File: src/rtl/fb_write_arbiter.sv
// Frame-buffer write-port owner: round-robin arbitration between two pixel requesters,
// a full-buffer clear sequencer, and out-of-range address rejection.
module fb_write_arbiter #(
  parameter int NUM_PIXELS = 76800,
  parameter int ADDR_W     = 17,
  parameter int DATA_W     = 4
) (
  input  logic              gpu_clk,
  input  logic              rst,
  input  logic              req0_valid,
  output logic              req0_ready,
  input  logic [ADDR_W-1:0] req0_addr,
  input  logic [DATA_W-1:0] req0_data,
  input  logic              req1_valid,
  output logic              req1_ready,
  input  logic [ADDR_W-1:0] req1_addr,
  input  logic [DATA_W-1:0] req1_data,
  input  logic              clear_start,
  input  logic [DATA_W-1:0] clear_color,
  output logic              clear_busy,
  output logic              clear_done,
  output logic              oob_err,
  output logic [ADDR_W-1:0] fb_addr,
  output logic [DATA_W-1:0] fb_data,
  output logic              fb_we
);

  // Handshake: a requester transfers on any cycle where valid && ready are both high;
  // valid with addr/data must stay stable until then, ready never depends on a later cycle.

  typedef enum logic {ST_ARB, ST_CLEAR} state_e;

  localparam logic [ADDR_W-1:0] LAST_ADDR = ADDR_W'(NUM_PIXELS - 1);
  localparam logic [ADDR_W:0]   NUM_P     = (ADDR_W + 1)'(NUM_PIXELS);

  state_e              state_q, state_d;
  logic                last_grant_q, last_grant_d;
  logic [ADDR_W-1:0]   clr_cnt_q, clr_cnt_d;
  logic [DATA_W-1:0]   clr_color_q, clr_color_d;
  logic [ADDR_W-1:0]   fb_addr_q, fb_addr_d;
  logic [DATA_W-1:0]   fb_data_q, fb_data_d;
  logic                fb_we_q, fb_we_d;
  logic                clear_done_q, clear_done_d;
  logic                oob_q, oob_d;

  logic                grant0, grant1, arb_open, hs0, hs1, in_range;
  logic [ADDR_W-1:0]   sel_addr;
  logic [DATA_W-1:0]   sel_data;

  // On a tie the requester that did not win last time gets the port.
  assign grant0   = req0_valid && (!req1_valid || last_grant_q);
  assign grant1   = req1_valid && (!req0_valid || !last_grant_q);
  assign arb_open = !rst && (state_q == ST_ARB) && !clear_start;

  assign req0_ready = arb_open && grant0;
  assign req1_ready = arb_open && grant1;
  assign hs0        = req0_valid && req0_ready;
  assign hs1        = req1_valid && req1_ready;

  assign sel_addr = hs1 ? req1_addr : req0_addr;
  assign sel_data = hs1 ? req1_data : req0_data;
  assign in_range = {1'b0, sel_addr} < NUM_P;

  always_comb begin
    state_d      = state_q;
    last_grant_d = last_grant_q;
    clr_cnt_d    = clr_cnt_q;
    clr_color_d  = clr_color_q;
    fb_addr_d    = fb_addr_q;
    fb_data_d    = fb_data_q;
    fb_we_d      = 1'b0;
    clear_done_d = 1'b0;
    oob_d        = oob_q;
    case (state_q)
      ST_ARB: begin
        if (clear_start) begin
          state_d     = ST_CLEAR;
          clr_cnt_d   = '0;
          clr_color_d = clear_color;
        end else if (hs0 || hs1) begin
          last_grant_d = hs1;
          // Out-of-range writes are accepted from the requester but never reach the buffer.
          if (in_range) begin
            fb_we_d   = 1'b1;
            fb_addr_d = sel_addr;
            fb_data_d = sel_data;
          end else begin
            oob_d = 1'b1;
          end
        end
      end
      ST_CLEAR: begin
        fb_we_d   = 1'b1;
        fb_addr_d = clr_cnt_q;
        fb_data_d = clr_color_q;
        if (clr_cnt_q == LAST_ADDR) begin
          clear_done_d = 1'b1;
          state_d      = ST_ARB;
          clr_cnt_d    = '0;
        end else begin
          clr_cnt_d = clr_cnt_q + 1'b1;
        end
      end
      default: state_d = ST_ARB;
    endcase
  end

  always_ff @(posedge gpu_clk or posedge rst) begin
    if (rst) begin
      state_q      <= ST_ARB;
      last_grant_q <= 1'b1;
      clr_cnt_q    <= '0;
      clr_color_q  <= '0;
      fb_addr_q    <= '0;
      fb_data_q    <= '0;
      fb_we_q      <= 1'b0;
      clear_done_q <= 1'b0;
      oob_q        <= 1'b0;
    end else begin
      state_q      <= state_d;
      last_grant_q <= last_grant_d;
      clr_cnt_q    <= clr_cnt_d;
      clr_color_q  <= clr_color_d;
      fb_addr_q    <= fb_addr_d;
      fb_data_q    <= fb_data_d;
      fb_we_q      <= fb_we_d;
      clear_done_q <= clear_done_d;
      oob_q        <= oob_d;
    end
  end

  assign clear_busy = (state_q == ST_CLEAR);
  assign clear_done = clear_done_q;
  assign oob_err    = oob_q;
  assign fb_addr    = fb_addr_q;
  assign fb_data    = fb_data_q;
  assign fb_we      = fb_we_q;

endmodule

File: config.mk
export PLATFORM = sky130hd
export DESIGN_NAME = fb_write_arbiter
export DESIGN_NICKNAME = d
export VERILOG_FILES = /design/src/rtl/fb_write_arbiter.sv
export SDC_FILE = /design/constraint.sdc
export NUM_CORES = 1
export LEC_CHECK = 0
export BUFFER_PORTS_ARGS = -buffer_cell sky130_fd_sc_hd__buf_2
export CORE_MARGIN = 5
export CORE_UTILIZATION = 56
export CTS_CLUSTER_SIZE = 28
export DETAILED_ROUTE_END_ITERATION = 10
export MAX_ROUTING_LAYER = met4
export PLACE_DENSITY = 0.85
export RECOVER_POWER = 50
export SLEW_MARGIN = 15
export SYNTH_ARGS = -nofsm -noshare
export SYNTH_HDL_FRONTEND = slang
export SYNTH_SLANG_ARGS = --single-unit
File: constraint.sdc
create_clock -name gpu_clk -period 4.1 [get_ports gpu_clk]
set_input_delay 1.23 -clock gpu_clk [delete_from_list [all_inputs] [get_ports gpu_clk]]
set_output_delay 1.23 -clock gpu_clk [all_outputs]
set_load 0.05 [all_outputs]
==> impl_metrics.tcl, run 1 <==
set metrics [dict create \
    critical_path_class "primary input to primary output" \
    comb_power_share_pct 35.7 \
    final-setup-viol-count 0 \
    grt_pass1_wl_mm 10.6 \
    endpoint_kind "primary output" \
    finalCritPeriodShare_pct 89.3 \
    die-area_mm2 0.00614 \
    drv_slew 0 \
    setup_tns_ns 0 \
    fin_crit_ns 3.66 \
    routedWlPerCell_um 16.3 \
    cts_setup_buffers 0 \
    worstSetupStartpointType "primary input" \
    rr_worst_depth 6 \
    rows 24 \
    gr-total-overflow 0 \
    synth_area_leaders "dfrtp_1 44%, mux2_2 9.9%, mux2i_1 8.0%" \
    avgSynthCellArea_um2 10.1 \
    power_density_mw_per_mm2 500 \
    cts_hold_buf 0 \
    synth_top_area_share_pct 44.0 \
    rsz0062_at_grt "false" \
    clkTransAtPathRegs_ns 0.08 \
    wl_mm 6.32 \
    ios 78 \
    hpwl_mm 4.74 \
    syn2layout_area_growth_pct 18.0 \
    async_flop_share_pct 100 \
    antenna_found_initial 0 \
    cp.arrival_ns 2.43 \
    grt_pass1_vias 2286 \
    fmax_mhz 273 \
    numCtsBuffers 5 \
    slew_headroom_pct 2.79 \
    cts_resized 0 \
    synth-seq-cells 47 \
    antennaDiodeCount 0 \
    synth_edf_count 0 \
    die_x_um 78.3 \
    fin_nets 387 \
    tritoncts "built" \
    pwr-share-clk_pct 19.0 \
    ant_nets 0 \
    status "finished, final reports clean" \
    clockBufferDepth 2 \
    swShare_pct 42.3 \
    ys_warn_count 0 \
    dp_cells 380 \
    post-route-drc-count 0 \
    yosysTopAreaCell "dfrtp_1" \
    postSynthCellCount 259 \
    fin_cells 388 \
    drv_cap 0 \
    cts.sink_count 47 \
    nFillCells 335 \
    p_leak_nw 1.45 \
    initial_core_util_pct 58.8 \
    seqPwrFrac_pct 45.3 \
    hp-class "flop to flop" \
    synth_fp_nets 311 \
    port_buffers 77 \
    power_switching_mw 0.653 \
    gp_congestion 0.850 \
    synth_ff_type "dfrtp_1" \
    grt_max_degree 52 \
    finClkSkew_ns 0.0111 \
    h-tree-depth 2 \
    syn_area_mm2 0.00262 \
    tightest_slew_ns 1.45 \
    core_mm2 0.00444 \
    synth_cell_type_count 49 \
    cp_max_fo 7 \
    first_pass_iters 4 \
    fp.dieH_um 78.3 \
    drive_gt1_share_pct 35.1 \
    clk_latency_ns 0.30 \
    finalHoldViolations 0 \
    viasPerCell 5.86 \
    dr_total_vias 2274 \
    irDropWorstVdd_mv 0.283 \
    internal-power_mw 0.890 \
    cts-root-buf "clkbuf_8" \
    required_ns 2.87 \
    drtIter0Drc 135 \
    min_path_cells 1 \
    track_usage_pct 22.3 \
    seq_area_frac_synth_pct 45.0 \
]
[power groups by stage]
stage	logic (mW)	registers, mW	clock network (mW)
after floorplan	0.195	0.894	0
after global placement	0.536	0.694	0
after detailed placement	0.553	0.705	0
after CTS	0.557	0.697	0.300
after global routing	0.594	0.718	0.320
final	0.551	0.699	0.294
[final cells by class]
| type | count | area [um^2] | area share [%] |
|---|---|---|---|
| Clock buffer | 7 | 86.3 | 2.80 |
| Clock inverter | 1 | 8.76 | 0.284 |
| Inverter | 7 | 26.3 | 0.851 |
| Multi-Input combinational cell | 193 | 1310 | 42.4 |
| Sequential cell | 47 | 1180 | 38.1 |
| Tap cell | 52 | 65.1 | 2.11 |
| Timing Repair Buffer | 81 | 413 | 13.4 |
[kinds of logic after synthesis]
logic type	after synthesis	share of synthesized area, %
AND/OR/NAND/NOR	81	16.0
AO/OA/AOI/OAI	66	16.5
flip-flops	47	45.0
multiplexers	44	17.9
buffers and inverters	19	3.78
XOR/XNOR	1	0.335
adder cells (fa/ha/maj)	1	0.478
[registers in the layout, indices dropped and copies added (netlist names)]
register and cells:
clear_busy 1, fb_data 4, fb_addr 17, last_grant_q 1, clr_color_q 4, fb_we 1, clr_cnt_q 17, oob_err 1
clear_done 1
[per-layer routing]
layer  GRT usage [%]  share of wire (%)  up-vias
met5               -                  0        -
met1            27.5                 43     1083
met3            5.61                6.8       12
met2            34.8                 48       79
met4            9.79                2.2        0
li1                -                  -     1100
[cell usage after synthesis, types with 2 or more instances]
library cell and count:
a211oi_1 2, a21boi_0 2, a21o_1 3, a21oi_1 9
a31oi_1 11, a41oi_1 2, and3_1 3, buf_4 3
buf_6 2, clkbuf_1 6, dfrtp_1 46, inv_1 6
mux2_2 23, mux2i_1 21, nand2_1 40, nand2b_1 4
nand3_1 10, nand4_1 3, nor2_1 5, nor3_1 3
o211ai_1 2, o21ai_0 13, o21ai_1 11, o22ai_1 2
o31ai_1 2, or2_2 2
[cell usage in the layout, fill, tap and decap left out, types with 6 or more instances in the layout]
master,n
buf_2,75
dfrtp_1,46
nand2_1,40
mux2_2,23
mux2i_1,21
o21ai_0,13
a31oi_1,12
o21ai_1,11
nand3_1,10
a21oi_1,9
clkbuf_8,6
[worst paths after layout]
| check | startpoint | endpoint | slack, ns |
|---|---|---|---|
| max reg2reg | clr_cnt_q[0] | clr_cnt_q[5] | 1.18 |
| max in group asynchronous | rst | clear_busy | 2.63 |
| min | oob_err | oob_err | 0.46 |
| min reg2reg | oob_err | oob_err | 0.46 |
| min in group asynchronous | rst | fb_addr[9] | 1.08 |
| max | rst | req1_ready | 0.44 |
[per-stage QoR]
step | utilization, % | hold slack (ns) | setup slack, ns | total power [mW] | cell area, um^2
detailed placement | 68.0 | 0.450 | 0.685 | 1.26 | 3020
global placement | 68.0 | 0.437 | 0.739 | 1.23 | 3020
finish | 69.5 | 0.460 | 0.438 | 1.54 | 3090
floorplan | - | 0.446 | 0.951 | 1.09 | 2620
global route | 69.5 | 0.486 | 0.380 | 1.63 | 3090
CTS | 70.2 | 0.467 | 0.681 | 1.55 | 3120
[critical path, cell delays in order]
cell and delay, ns:
clkbuf_1 0.09, nor3_1 0.44, nand3_1 0.19, clkinv_1 0.19, buf_2 0.29
(Power assumes the default switching activity.)
==> inputs of run 2 (changes only) <==
--- a/config.mk
+++ b/config.mk
@@ -6,12 +6,14 @@
 export NUM_CORES = 1
 export LEC_CHECK = 0
 export BUFFER_PORTS_ARGS = -buffer_cell sky130_fd_sc_hd__buf_2
+export CELL_PAD_IN_SITES_DETAIL_PLACEMENT = 0
+export CELL_PAD_IN_SITES_GLOBAL_PLACEMENT = 1
 export CORE_MARGIN = 5
-export CORE_UTILIZATION = 56
+export CORE_UTILIZATION = 42
 export CTS_CLUSTER_SIZE = 28
 export DETAILED_ROUTE_END_ITERATION = 10
 export MAX_ROUTING_LAYER = met4
-export PLACE_DENSITY = 0.85
+export PLACE_DENSITY = 0.84
 export RECOVER_POWER = 50
 export SLEW_MARGIN = 15
 export SYNTH_ARGS = -nofsm -noshare
==> run 2 against run 1 <==
Net effect:
- non-clock buffer count shrank 1
- die area grew 29%
- maximum frequency grew 7.7%
- critical path type unchanged
- the flow now finishes with violations (max-capacitance violations, max-slew violations)
==> impl_metrics.tcl, run 2 (synthesis results as in run 1) <==
set metrics [dict create \
    slowest_stage "buf_2" \
    postLayoutCoreUtil_pct 52.4 \
    p_leak_nw 1.47 \
    numCtsBuffers 5 \
    port_buffers 77 \
    gr-total-overflow 0 \
    cp_slowest_stage_delay_ns 0.29 \
    drtIter0Drc 83 \
    critical_path_class "primary input to primary output" \
    worstSetupStartpointType "primary input" \
    p_total_mw 1.58 \
    tritoncts "built" \
    grt_pass1_vias 2121 \
    fin_crit_ns 3.40 \
    final-setup-viol-count 0 \
    rr_worst_depth 6 \
    post-route-drc-count 0 \
    clkTransAtPathRegs_ns 0.09 \
    min_from "oob_err" \
    cp_max_fo 7 \
    rows 28 \
    h-tree-depth 2 \
    drv_cap 2 \
    cts_hold_buf 0 \
    drive_gt1_share_pct 35.2 \
    failed_checks "max-capacitance violations, max-slew violations" \
    viasPerCell 5.35 \
    min_path_cells 1 \
    endpoint_kind "primary output" \
    wl_mm 6.19 \
    die-area_mm2 0.00790 \
    irDropWorstVdd_mv 0.206 \
    whs_ns 0.461 \
    fp.dieH_um 88.9 \
    final_cell_mix "75 x buf_2, 46 x dfrtp_1, 40 x nand2_1" \
    drv_slew 68 \
    grt_max_degree 52 \
    die_x_um 88.9 \
    required_ns 2.87 \
    finClkSkew_ns 0.00610 \
    tightest_slew_ns 1.74 \
    worstReg2RegEnd "clr_cnt_q[5]" \
    cts_resized 0 \
    rrSetupSlack_ns 1.18 \
    place_area_mm2 0.00304 \
    antennaDiodeCount 0 \
    gp_congestion 0.785 \
    first_pass_iters 4 \
    routedWlPerCell_um 15.1 \
    cts-root-buf "clkbuf_8" \
    initial_core_util_pct 43.7 \
    status "finished with violations" \
    fin_nets 386 \
    ios 78 \
    dr_total_vias 2193 \
    clk_latency_ns 0.30 \
    power_density_mw_per_mm2 504 \
    antenna_found_initial 0 \
    cts.sink_count 47 \
    grt_pass1_wl_mm 10.1 \
    hold_end "oob_err" \
    fin_ws_ns 0.698 \
    core_mm2 0.00599 \
    track_usage_pct 16.9 \
    rsz0062_at_grt "false" \
    clockBufferDepth 2 \
    r2r-start "clr_cnt_q[0]" \
    final_common_cell "buf_2" \
    finalCritPeriodShare_pct 83.0 \
    syn2layout_area_growth_pct 20.0 \
    cp.arrival_ns 2.17 \
    hpwl_mm 4.59 \
    slew_headroom_pct -15.9 \
    fmax_mhz 294 \
    cts_setup_buffers 0 \
    place_ws_ns 0.689 \
    design_area_mm2 0.00314 \
    ant_nets 0 \
    cp_cell_sequence "clkbuf_1 > nor3_4 > nand3_1 > clkinv_1 > buf_2" \
    fin_cells 410 \
    setup_tns_ns 0 \
    hp-class "flop to flop" \
    finalHoldViolations 0 \
    dp_cells 402 \
]
==> run 2: changes by cell type in the layout (fill, tap and decap cells not counted) <==
cell,change
and3b_1,+1
and3b_4,-1
buf_4,-1
bufinv_16,+1
clkbuf_1,-1
clkinv_1,-1
clkinv_2,+1
clkinv_4,-1
inv_1,+1
nor3_1,-1
nor3_4,+1
==> run 2: how the worst max path moves through the flow <==
stage / cells after the start / slack, ns / from / endpoint
after global routing: 5 / 0.61 / clear_start / req1_ready
after CTS: 5 / 0.68 / rst / req1_ready
after floorplan: 3 / 0.95 / rst / req0_ready
final: 5 / 0.70 / rst / req1_ready
after detailed placement: 5 / 0.69 / rst / req1_ready
after global placement: 5 / 0.71 / rst / req1_ready
==> run 2: cell type report <==
class | count | area, um^2
sequential | 47 | 1180
clock inverter | 2 | 35.0
inverter | 7 | 26.3
fill | 554 | 2850
tap | 75 | 93.8
multi-input combinational | 193 | 1320
timing repair buffer | 80 | 405
clock buffer | 6 | 82.6
==> run 2: worst max-delay path, delay by kind of cell <==
kind | cells | cell delay (ns)
AND/OR/NAND/NOR | 2 | 0.38
buffers and inverters | 3 | 0.56
==> run 2: metal layers <==
layer	wire length, um	share of wire [%]	up-vias	track usage, %
met3	406	6.6	6	3.69
met1	2930	47	1043	23.2
met4	73	1.2	0	4.53
met2	2780	45	54	25.6
met5	0	0	-	-
li1	-	-	1090	-
==> run 2: power by group <==
| part | internal (mW) | switching (mW) |
|---|---|---|
| Combinational | 0.167 | 0.369 |
| Clock | 0.197 | 0.152 |
| Sequential | 0.583 | 0.114 |
